## config.mk

```make
export PLATFORM = sky130hd
export DESIGN_NAME = serdesphy_ana_cdr_loop_flat
export DESIGN_NICKNAME = d
export VERILOG_FILES = /design/src/rtl/serdesphy_ana_cdr_loop_if.sv /design/src/rtl/serdesphy_ana_cdr_loop.sv /design/src/flat_wrapper.sv
export SDC_FILE = /design/constraint.sdc
export NUM_CORES = 1
export LEC_CHECK = 0
export ABC_AREA = 1
export CAP_MARGIN = 25
export CORE_MARGIN = 10
export CORE_UTILIZATION = 50
export DETAILED_ROUTE_END_ITERATION = 10
export GPL_ROUTABILITY_DRIVEN = 0
export HOLD_SLACK_MARGIN = 0.1
export PLACE_DENSITY = 0.72
export SLEW_MARGIN = 40
export SYNTH_ARGS = -nofsm -noshare
export SYNTH_HDL_FRONTEND = slang
export SYNTH_SLANG_ARGS = --single-unit
export TNS_END_PERCENT = 5
```

## constraint.sdc

```tcl
create_clock -name clk_240m -period 4.85 [get_ports clk_240m]
set_clock_uncertainty 0.1 [all_clocks]
set_input_delay 1.2125 -clock clk_240m [delete_from_list [all_inputs] [get_ports clk_240m]]
set_output_delay 1.2125 -clock clk_240m [all_outputs]
set_load 0.02 [all_outputs]
```

## src/rtl/serdesphy_ana_cdr_loop_if.sv

```systemverilog
// Sampler/control bundle between the RX front end and the CDR loop.
// The master side drives samples and loop controls; the slave side is the CDR.
interface serdesphy_ana_cdr_loop_if #(
    parameter int PI_W   = 32'sd6,
    parameter int FREQ_W = 32'sd10
);
    logic                     enable;
    logic                     freeze;
    logic                     data_sample;
    logic                     edge_sample;
    logic [1:0]               kp_sel;
    logic [1:0]               ki_sel;
    logic [PI_W-1:0]          pi_code;
    logic signed [FREQ_W-1:0] freq_offset;
    logic                     rx_data;
    logic                     rx_data_valid;
    logic                     cdr_lock;

    modport master (
        output enable, freeze, data_sample, edge_sample, kp_sel, ki_sel,
        input  pi_code, freq_offset, rx_data, rx_data_valid, cdr_lock
    );

    modport slave (
        input  enable, freeze, data_sample, edge_sample, kp_sel, ki_sel,
        output pi_code, freq_offset, rx_data, rx_data_valid, cdr_lock
    );
endinterface

```

## src/rtl/serdesphy_ana_cdr_loop.sv

```systemverilog
// Digital CDR loop: Alexander bang-bang phase detector, vote-decimating
// PI loop filter with saturating integrator, and ACQUIRE/TRACK/LOCKED FSM.
// The phase accumulator wraps modulo 2^PACC_W; pi_code is its integer part.
module serdesphy_ana_cdr_loop #(
    parameter int PI_W       = 32'sd6,
    parameter int FRAC_W     = 32'sd4,
    parameter int FREQ_W     = 32'sd10,
    parameter int DECIM      = 32'sd8,
    parameter int ACQ_WIN    = 32'sd16,
    parameter int LOCK_THR   = 32'sd1,
    parameter int LOCK_CNT   = 32'sd32,
    parameter int UNLOCK_CNT = 32'sd4
) (
    input  logic                    clk_240m,
    input  logic                    rst,
    serdesphy_ana_cdr_loop_if.slave cdr
);
    localparam int PACC_W  = PI_W + FRAC_W;
    localparam int WIN_W   = $clog2(DECIM);
    localparam int SUM_W   = $clog2(DECIM) + 32'sd2;
    localparam int CNT_MAX = (ACQ_WIN > LOCK_CNT) ?
                             ((ACQ_WIN > UNLOCK_CNT) ? ACQ_WIN : UNLOCK_CNT) :
                             ((LOCK_CNT > UNLOCK_CNT) ? LOCK_CNT : UNLOCK_CNT);
    localparam int CNT_W   = $clog2(CNT_MAX + 32'sd1);
    localparam logic signed [31:0] INTEG_MAX = (32'sd1 <<< (FREQ_W - 32'sd1)) - 32'sd1;

    typedef enum logic [1:0] {
        ST_IDLE    = 2'd0,
        ST_ACQUIRE = 2'd1,
        ST_TRACK   = 2'd2,
        ST_LOCKED  = 2'd3
    } state_t;

    // Clamp a wide integrator candidate to the symmetric range +/-INTEG_MAX.
    function automatic logic signed [FREQ_W-1:0] sat_integ(input logic signed [31:0] x);
        logic signed [31:0] y;
        if (x > INTEG_MAX) begin
            y = INTEG_MAX;
        end else if (x < -INTEG_MAX) begin
            y = -INTEG_MAX;
        end else begin
            y = x;
        end
        return FREQ_W'(y);
    endfunction

    state_t                   state_r, state_next_s;
    logic                     d_cur_r, d_prev_r, e_r;
    logic signed [1:0]        pd_vote_s, vote_r;
    logic [WIN_W-1:0]         win_cnt_r;
    logic signed [SUM_W-1:0]  sum_r, sum_next_s;
    logic [SUM_W-1:0]         sum_mag_s;
    logic [CNT_W-1:0]         cnt_r, cnt_next_s;
    logic [PACC_W-1:0]        pacc_r, pacc_next_s;
    logic signed [FREQ_W-1:0] integ_r, integ_next_s;
    logic                     count_s, close_s, quiet_s, sat_s;
    logic signed [31:0]       v_s, integ_ext_s, prop_s;
    int                       prop_sh_s;
    logic                     rx_data_valid_r, cdr_lock_r;

    assign count_s = cdr.enable & ~cdr.freeze & (state_r != ST_IDLE);
    assign close_s = count_s & (win_cnt_r == WIN_W'(DECIM - 32'sd1));

    // Stage 1: retime data, previous data and edge samples.
    always_ff @(posedge clk_240m) begin
        if (rst) begin
            d_cur_r  <= 1'b0;
            d_prev_r <= 1'b0;
            e_r      <= 1'b0;
        end else begin
            d_cur_r  <= cdr.data_sample;
            d_prev_r <= d_cur_r;
            e_r      <= cdr.edge_sample;
        end
    end

    // Alexander PD: edge matching the old bit means the clock samples early.
    always_comb begin
        pd_vote_s = 2'sd0;
        if ((d_prev_r != d_cur_r) && (e_r == d_prev_r)) begin
            pd_vote_s = 2'sd1;
        end else if ((d_prev_r != d_cur_r) && (e_r == d_cur_r)) begin
            pd_vote_s = -2'sd1;
        end else begin
            pd_vote_s = 2'sd0;
        end
    end

    // Stage 2: register the PD vote.
    always_ff @(posedge clk_240m) begin
        if (rst) begin
            vote_r <= 2'sd0;
        end else begin
            vote_r <= pd_vote_s;
        end
    end

    // Window sum, its sign and magnitude, and the loop-filter candidates.
    always_comb begin
        sum_next_s   = sum_r + $signed({{(SUM_W - 32'sd2){vote_r[1]}}, vote_r});
        sum_mag_s    = sum_next_s[SUM_W-1] ? SUM_W'(-sum_next_s) : SUM_W'(sum_next_s);
        quiet_s      = (sum_mag_s <= SUM_W'(LOCK_THR));
        sat_s        = (sum_mag_s == SUM_W'(DECIM));
        v_s          = 32'sd0;
        if (sum_next_s[SUM_W-1]) begin
            v_s = -32'sd1;
        end else if (sum_next_s != {SUM_W{1'b0}}) begin
            v_s = 32'sd1;
        end else begin
            v_s = 32'sd0;
        end
        integ_ext_s  = $signed({{(32'sd32 - FREQ_W){integ_r[FREQ_W-1]}}, integ_r});
        integ_next_s = sat_integ(integ_ext_s + (v_s <<< cdr.ki_sel));
        // Acquisition uses a 4x larger proportional step than tracking.
        prop_sh_s    = (state_r == ST_ACQUIRE) ? (FRAC_W + 32'sd1 + int'(cdr.kp_sel))
                                               : (FRAC_W - 32'sd1 + int'(cdr.kp_sel));
        prop_s       = v_s <<< prop_sh_s;
        pacc_next_s  = PACC_W'($signed({{(32'sd32 - PACC_W){1'b0}}, pacc_r})
                               + prop_s + (integ_ext_s >>> FRAC_W));
    end

    // Window counter and vote accumulator; cleared on disable or window close.
    always_ff @(posedge clk_240m) begin
        if (rst) begin
            win_cnt_r <= {WIN_W{1'b0}};
            sum_r     <= {SUM_W{1'b0}};
        end else if (!cdr.enable || close_s) begin
            win_cnt_r <= {WIN_W{1'b0}};
            sum_r     <= {SUM_W{1'b0}};
        end else if (count_s) begin
            win_cnt_r <= win_cnt_r + WIN_W'(32'd1);
            sum_r     <= sum_next_s;
        end else begin
            win_cnt_r <= win_cnt_r;
            sum_r     <= sum_r;
        end
    end

    // Lock FSM next state; cnt_r counts windows/quiet/saturated per state.
    always_comb begin
        state_next_s = state_r;
        cnt_next_s   = cnt_r;
        if (!cdr.enable) begin
            state_next_s = ST_IDLE;
            cnt_next_s   = {CNT_W{1'b0}};
        end else if (cdr.freeze || !(close_s || (state_r == ST_IDLE))) begin
            state_next_s = state_r;
            cnt_next_s   = cnt_r;
        end else begin
            case (state_r)
                ST_IDLE: begin
                    state_next_s = ST_ACQUIRE;
                    cnt_next_s   = {CNT_W{1'b0}};
                end
                ST_ACQUIRE: begin
                    if (cnt_r == CNT_W'(ACQ_WIN - 32'sd1)) begin
                        state_next_s = ST_TRACK;
                        cnt_next_s   = {CNT_W{1'b0}};
                    end else begin
                        cnt_next_s   = cnt_r + CNT_W'(32'd1);
                    end
                end
                ST_TRACK: begin
                    if (!quiet_s) begin
                        cnt_next_s   = {CNT_W{1'b0}};
                    end else if (cnt_r == CNT_W'(LOCK_CNT - 32'sd1)) begin
                        state_next_s = ST_LOCKED;
                        cnt_next_s   = {CNT_W{1'b0}};
                    end else begin
                        cnt_next_s   = cnt_r + CNT_W'(32'd1);
                    end
                end
                ST_LOCKED: begin
                    if (!sat_s) begin
                        cnt_next_s   = {CNT_W{1'b0}};
                    end else if (cnt_r == CNT_W'(UNLOCK_CNT - 32'sd1)) begin
                        state_next_s = ST_TRACK;
                        cnt_next_s   = {CNT_W{1'b0}};
                    end else begin
                        cnt_next_s   = cnt_r + CNT_W'(32'd1);
                    end
                end
                default: begin
                    state_next_s = ST_IDLE;
                    cnt_next_s   = {CNT_W{1'b0}};
                end
            endcase
        end
    end

    // FSM state, shared counter and registered status outputs.
    always_ff @(posedge clk_240m) begin
        if (rst) begin
            state_r         <= ST_IDLE;
            cnt_r           <= {CNT_W{1'b0}};
            rx_data_valid_r <= 1'b0;
            cdr_lock_r      <= 1'b0;
        end else begin
            state_r         <= state_next_s;
            cnt_r           <= cnt_next_s;
            rx_data_valid_r <= (state_next_s != ST_IDLE);
            cdr_lock_r      <= (state_next_s == ST_LOCKED);
        end
    end

    // Loop filter update, applied only on a counted window close.
    always_ff @(posedge clk_240m) begin
        if (rst) begin
            pacc_r  <= {PACC_W{1'b0}};
            integ_r <= {FREQ_W{1'b0}};
        end else if (close_s) begin
            pacc_r  <= pacc_next_s;
            integ_r <= integ_next_s;
        end else begin
            pacc_r  <= pacc_r;
            integ_r <= integ_r;
        end
    end

    assign cdr.pi_code       = pacc_r[PACC_W-1:FRAC_W];
    assign cdr.freq_offset   = integ_r;
    assign cdr.rx_data       = d_cur_r;
    assign cdr.rx_data_valid = rx_data_valid_r;
    assign cdr.cdr_lock      = cdr_lock_r;
endmodule

```

## src/flat_wrapper.sv

```systemverilog
// flat-port wrapper written by rule: the top's interface ports become plain ports
module serdesphy_ana_cdr_loop_flat 
#(
    parameter int PI_W       = 32'sd6,
    parameter int FRAC_W     = 32'sd4,
    parameter int FREQ_W     = 32'sd10,
    parameter int DECIM      = 32'sd8,
    parameter int ACQ_WIN    = 32'sd16,
    parameter int LOCK_THR   = 32'sd1,
    parameter int LOCK_CNT   = 32'sd32,
    parameter int UNLOCK_CNT = 32'sd4
)
  (clk_240m, rst, cdr_enable, cdr_freeze, cdr_data_sample, cdr_edge_sample, cdr_kp_sel, cdr_ki_sel, cdr_pi_code, cdr_freq_offset, cdr_rx_data, cdr_rx_data_valid, cdr_cdr_lock);
  serdesphy_ana_cdr_loop_if #(.PI_W(PI_W), .FREQ_W(FREQ_W)) cdr_i ();
  input  logic clk_240m;
  input  logic rst;
  input wire logic [$bits(cdr_i.enable)-1:0] cdr_enable;
  input wire logic [$bits(cdr_i.freeze)-1:0] cdr_freeze;
  input wire logic [$bits(cdr_i.data_sample)-1:0] cdr_data_sample;
  input wire logic [$bits(cdr_i.edge_sample)-1:0] cdr_edge_sample;
  input wire logic [$bits(cdr_i.kp_sel)-1:0] cdr_kp_sel;
  input wire logic [$bits(cdr_i.ki_sel)-1:0] cdr_ki_sel;
  output wire logic [$bits(cdr_i.pi_code)-1:0] cdr_pi_code;
  output wire logic [$bits(cdr_i.freq_offset)-1:0] cdr_freq_offset;
  output wire logic [$bits(cdr_i.rx_data)-1:0] cdr_rx_data;
  output wire logic [$bits(cdr_i.rx_data_valid)-1:0] cdr_rx_data_valid;
  output wire logic [$bits(cdr_i.cdr_lock)-1:0] cdr_cdr_lock;
  assign cdr_i.enable = cdr_enable;
  assign cdr_i.freeze = cdr_freeze;
  assign cdr_i.data_sample = cdr_data_sample;
  assign cdr_i.edge_sample = cdr_edge_sample;
  assign cdr_i.kp_sel = cdr_kp_sel;
  assign cdr_i.ki_sel = cdr_ki_sel;
  assign cdr_pi_code = cdr_i.pi_code;
  assign cdr_freq_offset = cdr_i.freq_offset;
  assign cdr_rx_data = cdr_i.rx_data;
  assign cdr_rx_data_valid = cdr_i.rx_data_valid;
  assign cdr_cdr_lock = cdr_i.cdr_lock;
  serdesphy_ana_cdr_loop #(.PI_W(PI_W), .FRAC_W(FRAC_W), .FREQ_W(FREQ_W), .DECIM(DECIM), .ACQ_WIN(ACQ_WIN), .LOCK_THR(LOCK_THR), .LOCK_CNT(LOCK_CNT), .UNLOCK_CNT(UNLOCK_CNT)) u_core (.clk_240m(clk_240m), .rst(rst), .cdr(cdr_i));
endmodule
```

==> impl_metrics.py <==
metrics = {
    "logic_synthesis": {
        "share_of_the_synthesized_area_in_compound_gates_ao_oa_aoi_oai_pct": 13.2,
        "main_synth_ff_type": "sky130_fd_sc_hd__dfxtp_1",
        "synth.mux.area_fraction_pct": 0,
        "postSynthRegisterBits": 43,
        "syn-cell-area_mm2": 0.00380,
        "synth-async-reset-ratio_pct": 0,
        "synth_top_cells_by_area": "sky130_fd_sc_hd__dfxtp_1 (23%), sky130_fd_sc_hd__nand2_1 (12%), sky130_fd_sc_hd__fa_1 (12%), sky130_fd_sc_hd__ha_1 (9.2%), sky130_fd_sc_hd__inv_1 (9.0%)",
        "yosysWarningCount": 0,
        "synth_xor_area_share_pct": 3.22,
        "number_of_synthesized_flops_with_an_enable_pin": 0,
        "synth-simple-area-share_pct": 28.4,
        "synth_largest_type_area_fraction_pct": 22.6,
        "post_synth_inst_count": 541,
        "syn-mean-instance-area_um2": 7.03,
        "ys_seq_area_share_pct": 22.6,
        "post_synthesis_net_count": 601,
        "post-synth-top-area-cell": "sky130_fd_sc_hd__dfxtp_1",
        "synth_adder_area_share_pct": 20.8,
        "largest_family_of_logic_cells_by_synthesized_area": "simple AND/OR/NAND/NOR gates",
        "post_synth_num_cell_types": 42,
    },
    "worst_setup_path": {
        "critPathMaxFanout": 4,
        "crit-reg2reg-launch": "u_core.sum_r[0]$_SDFFE_PP0P_",
        "required_ns": 4.99,
        "worstSetupPathType": "reg2reg",
        "crit_arrival_ns": 4.74,
        "crit_path_frequent_cell": "sky130_fd_sc_hd__nand2_1",
        "critical_path.max_stage_delay_ns": 0.57,
        "critical_path_cell_list": "ha_1, inv_1, fa_1, ha_2, inv_1, nor2_2, nand3_2, nand2_1, a21oi_1, ha_1, a21oi_2, nand2_2, nand2_1, nand2_1, nand4_1, o2111ai_2, fa_1, nor4b_2, nand4_1, nor2_1, nand3_1, nand2_1, nand2_1, a21oi_1",
        "worst_path_slowest_cell": "sky130_fd_sc_hd__fa_1",
        "timing.critical_path.to_type": "flop",
        "r2r-end": "u_core.cdr.freq_offset[1]$_SDFFE_PP0P_",
        "reg2regPathDepth": 24,
        "rrSetupSlack_ns": 0.25,
        "worstSetupStartpointType": "flop",
    },
    "detailed_routing": {
        "post_drt_wl_per_cell_um": 13.4,
        "ant_nets": 0,
        "drt_iter0_drc": 188,
        "via_count": 3529,
        "drt_first_pass_iters": 4,
        "post-route-drc-count": 0,
        "detail_route.wirelength_mm": 9.18,
        "vias_per_cell": 5.16,
    },
    "layout": {
        "final_instance_count_without_filler_cells": 684,
        "antennaDiodeCount": 0,
        "layout_common_cells": "sky130_fd_sc_hd__nand2_1 (119), sky130_fd_sc_hd__inv_1 (90), sky130_fd_sc_hd__a21oi_1 (46)",
        "fillCellCount": 668,
        "post_route_cells_drive_above_1_share_pct": 12.5,
        "area_overhead_vs_synth_pct": 16.9,
        "nNetsFinal": 644,
        "finish.utilization_pct": 60.7,
        "final_common_cell": "sky130_fd_sc_hd__nand2_1",
    },
    "grt": {
        "grt_pass1_vias": 3407,
        "globalRouteOverflowTotal": 0,
        "grt_max_degree": 25,
        "wire_length_of_the_first_global_routing_pass_mm": 15.6,
        "number_of_antenna_violations_at_the_first_check_in_global_routing": 0,
        "globalRouteTotalUtil_pct": 16.1,
    },
    "timing": {
        "clock.fmax_mhz": 217,
        "report.final.setup_viol": 0,
        "fin_crit_sh_pct": 94.9,
        "period_minus_slack_ns": 4.60,
        "timing.slew.headroom_pct": 59.3,
        "post_route_setup_slack_ns": 0.247,
        "totalNegativeSetupSlack_ns": 0,
        "timing_hold_violations_final": 0,
        "transition_time_at_the_pin_with_the_least_slew_margin_ns": 0.608,
        "drv_slew": 0,
    },
    "placement": {
        "placement.setup.worst_slack_ns": -0.0673,
        "place_inst": 667,
        "io_buffers": 28,
        "hpwlAfterDp_mm": 6.88,
    },
    "die": {
        "die_height_um": 107,
        "fp.coreArea_mm2": 0.00733,
        "initial_core_util_pct": 51.9,
        "top_level_ports": 29,
        "chipWidth_um": 107,
        "row_count": 31,
        "area_of_the_die_mm2": 0.0115,
    },
    "clock_network": {
        "clock_latency_ns": 0.31,
        "clock_sink_count": 43,
        "ctsLongestPathBuffers": 2,
        "clock_tree_from_tritoncts": "done",
        "ctsHtreeMaxLevel": 2,
        "clk_root_buffer_cell": "sky130_fd_sc_hd__clkbuf_8",
        "clkTransAtPathRegs_ns": 0.08,
        "tritoncts.num_buffers": 5,
    },
    "run_status": {
        "result_of_the_run": "finished, final reports clean",
    },
    "min_path": {
        "holdPathStages": 1,
        "timing.hold.worst_endpoint": "u_core.vote_r[1]$_SDFF_PP0_",
        "worstHoldPathType": "reg2reg",
        "hold_path.startpoint": "u_core.e_r$_SDFF_PP0_",
    },
    "power": {
        "worst_ir_drop_vdd_uv": 103,
        "power-per-cell-area_mw_per_mm2": 175,
        "static-leakage-power_nw": 2.16,
    },
    "job": {
        "maxCapViolations": 0,
    },
}
-- logic make-up after synthesis --
kind of cell | count (synthesis)
xor+xnor | 14
buf+inv | 110
compound gates | 90
flops | 43
simple gates | 234
fa+ha+maj | 50
-- cell usage after synthesis (4+ instances only) --
cell                       instances
sky130_fd_sc_hd__a21oi_1          48
sky130_fd_sc_hd__o21bai_1          4
sky130_fd_sc_hd__nand3b_1          8
sky130_fd_sc_hd__ha_1             28
sky130_fd_sc_hd__xnor2_1           5
sky130_fd_sc_hd__nand2_2           7
sky130_fd_sc_hd__nand2_1         120
sky130_fd_sc_hd__nand4_1          10
sky130_fd_sc_hd__fa_1             22
sky130_fd_sc_hd__o21a_1            4
sky130_fd_sc_hd__xor2_1            9
sky130_fd_sc_hd__buf_2             4
sky130_fd_sc_hd__o21ai_0          23
sky130_fd_sc_hd__nor2_1           37
sky130_fd_sc_hd__nand3_1          32
sky130_fd_sc_hd__buf_4             6
sky130_fd_sc_hd__inv_1            91
sky130_fd_sc_hd__inv_2             4
sky130_fd_sc_hd__dfxtp_1          43
sky130_fd_sc_hd__nor4_1            4
-- area by class of cell --
| cell class | count | area, um^2 | share of cell area, % |
|---|---|---|---|
| sequential | 43 | 861 | 19.4 |
| tap | 99 | 124 | 2.78 |
| clock inverter | 2 | 12.5 | 0.281 |
| multi-input combinational | 389 | 2580 | 58.0 |
| timing repair buffer | 49 | 438 | 9.85 |
| clock buffer | 6 | 72.6 | 1.63 |
| inverter | 96 | 360 | 8.10 |
-- sequential cells by signal, summed over array words and instances, names as in the netlist --
register,flops
u_core.cdr.cdr_lock,1
u_core.cdr.freq_offset,10
u_core.cdr.rx_data,1
u_core.cdr.rx_data_valid,1
u_core.cnt_r,6
u_core.d_prev_r,1
u_core.e_r,1
u_core.pacc_r,10
u_core.state_r,2
u_core.sum_r,5
u_core.vote_r,2
u_core.win_cnt_r,3
-- metal layers --
metal | routed length, um | global-route usage [%]
met1 | 4150 | 20.6
met2 | 4310 | 26.3
met3 | 569 | 3.41
met4 | 154 | 5.61
met5 | 0 | 0
-- per-stage QoR --
step	total power, mW	hold WS (ns)	instance area (um^2)
after detailed placement	0.539	0.340	4220
after global placement	0.535	0.330	4220
after CTS	0.772	0.352	4300
after global routing	0.827	0.382	4450
final	0.781	0.349	4450
after floorplan	0.492	0.318	3800
-- report_power, final --
group | switching (mW) | total [mW] | internal (mW)
clock | 0.133 | 0.233 | 0.101
sequential | 0.00242 | 0.359 | 0.357
combinational | 0.114 | 0.188 | 0.0739
-- critical path, delay by kind of cell (launching register included) --
kind | cells | cell delay [ns]
fa+ha+maj | 5 | 1.85
simple gates | 13 | 1.59
compound gates | 4 | 0.53
flops | 1 | 0.34
buf+inv | 2 | 0.12
-- repair_timing --
action                     in CTS  in global routing
hold buffers                    0                  0
setup endpoints to repair       0                  9
gates resized for setup         0                 19
buffers inserted                0                  8
-- worst max path at each step --
stage,from,end
floorplan,u_core.sum_r[0]$_SDFFE_PP0P_,u_core.cdr.freq_offset[0]$_SDFFE_PP0P_
global placement,cdr_ki_sel[0],u_core.cdr.freq_offset[0]$_SDFFE_PP0P_
detailed placement,cdr_ki_sel[0],u_core.cdr.freq_offset[0]$_SDFFE_PP0P_
CTS,u_core.sum_r[0]$_SDFFE_PP0P_,u_core.cdr.freq_offset[0]$_SDFFE_PP0P_
global route,u_core.sum_r[0]$_SDFFE_PP0P_,u_core.cdr.freq_offset[4]$_SDFFE_PP0P_
finish,u_core.sum_r[0]$_SDFFE_PP0P_,u_core.cdr.freq_offset[1]$_SDFFE_PP0P_
(Power assumes the default switching activity.)
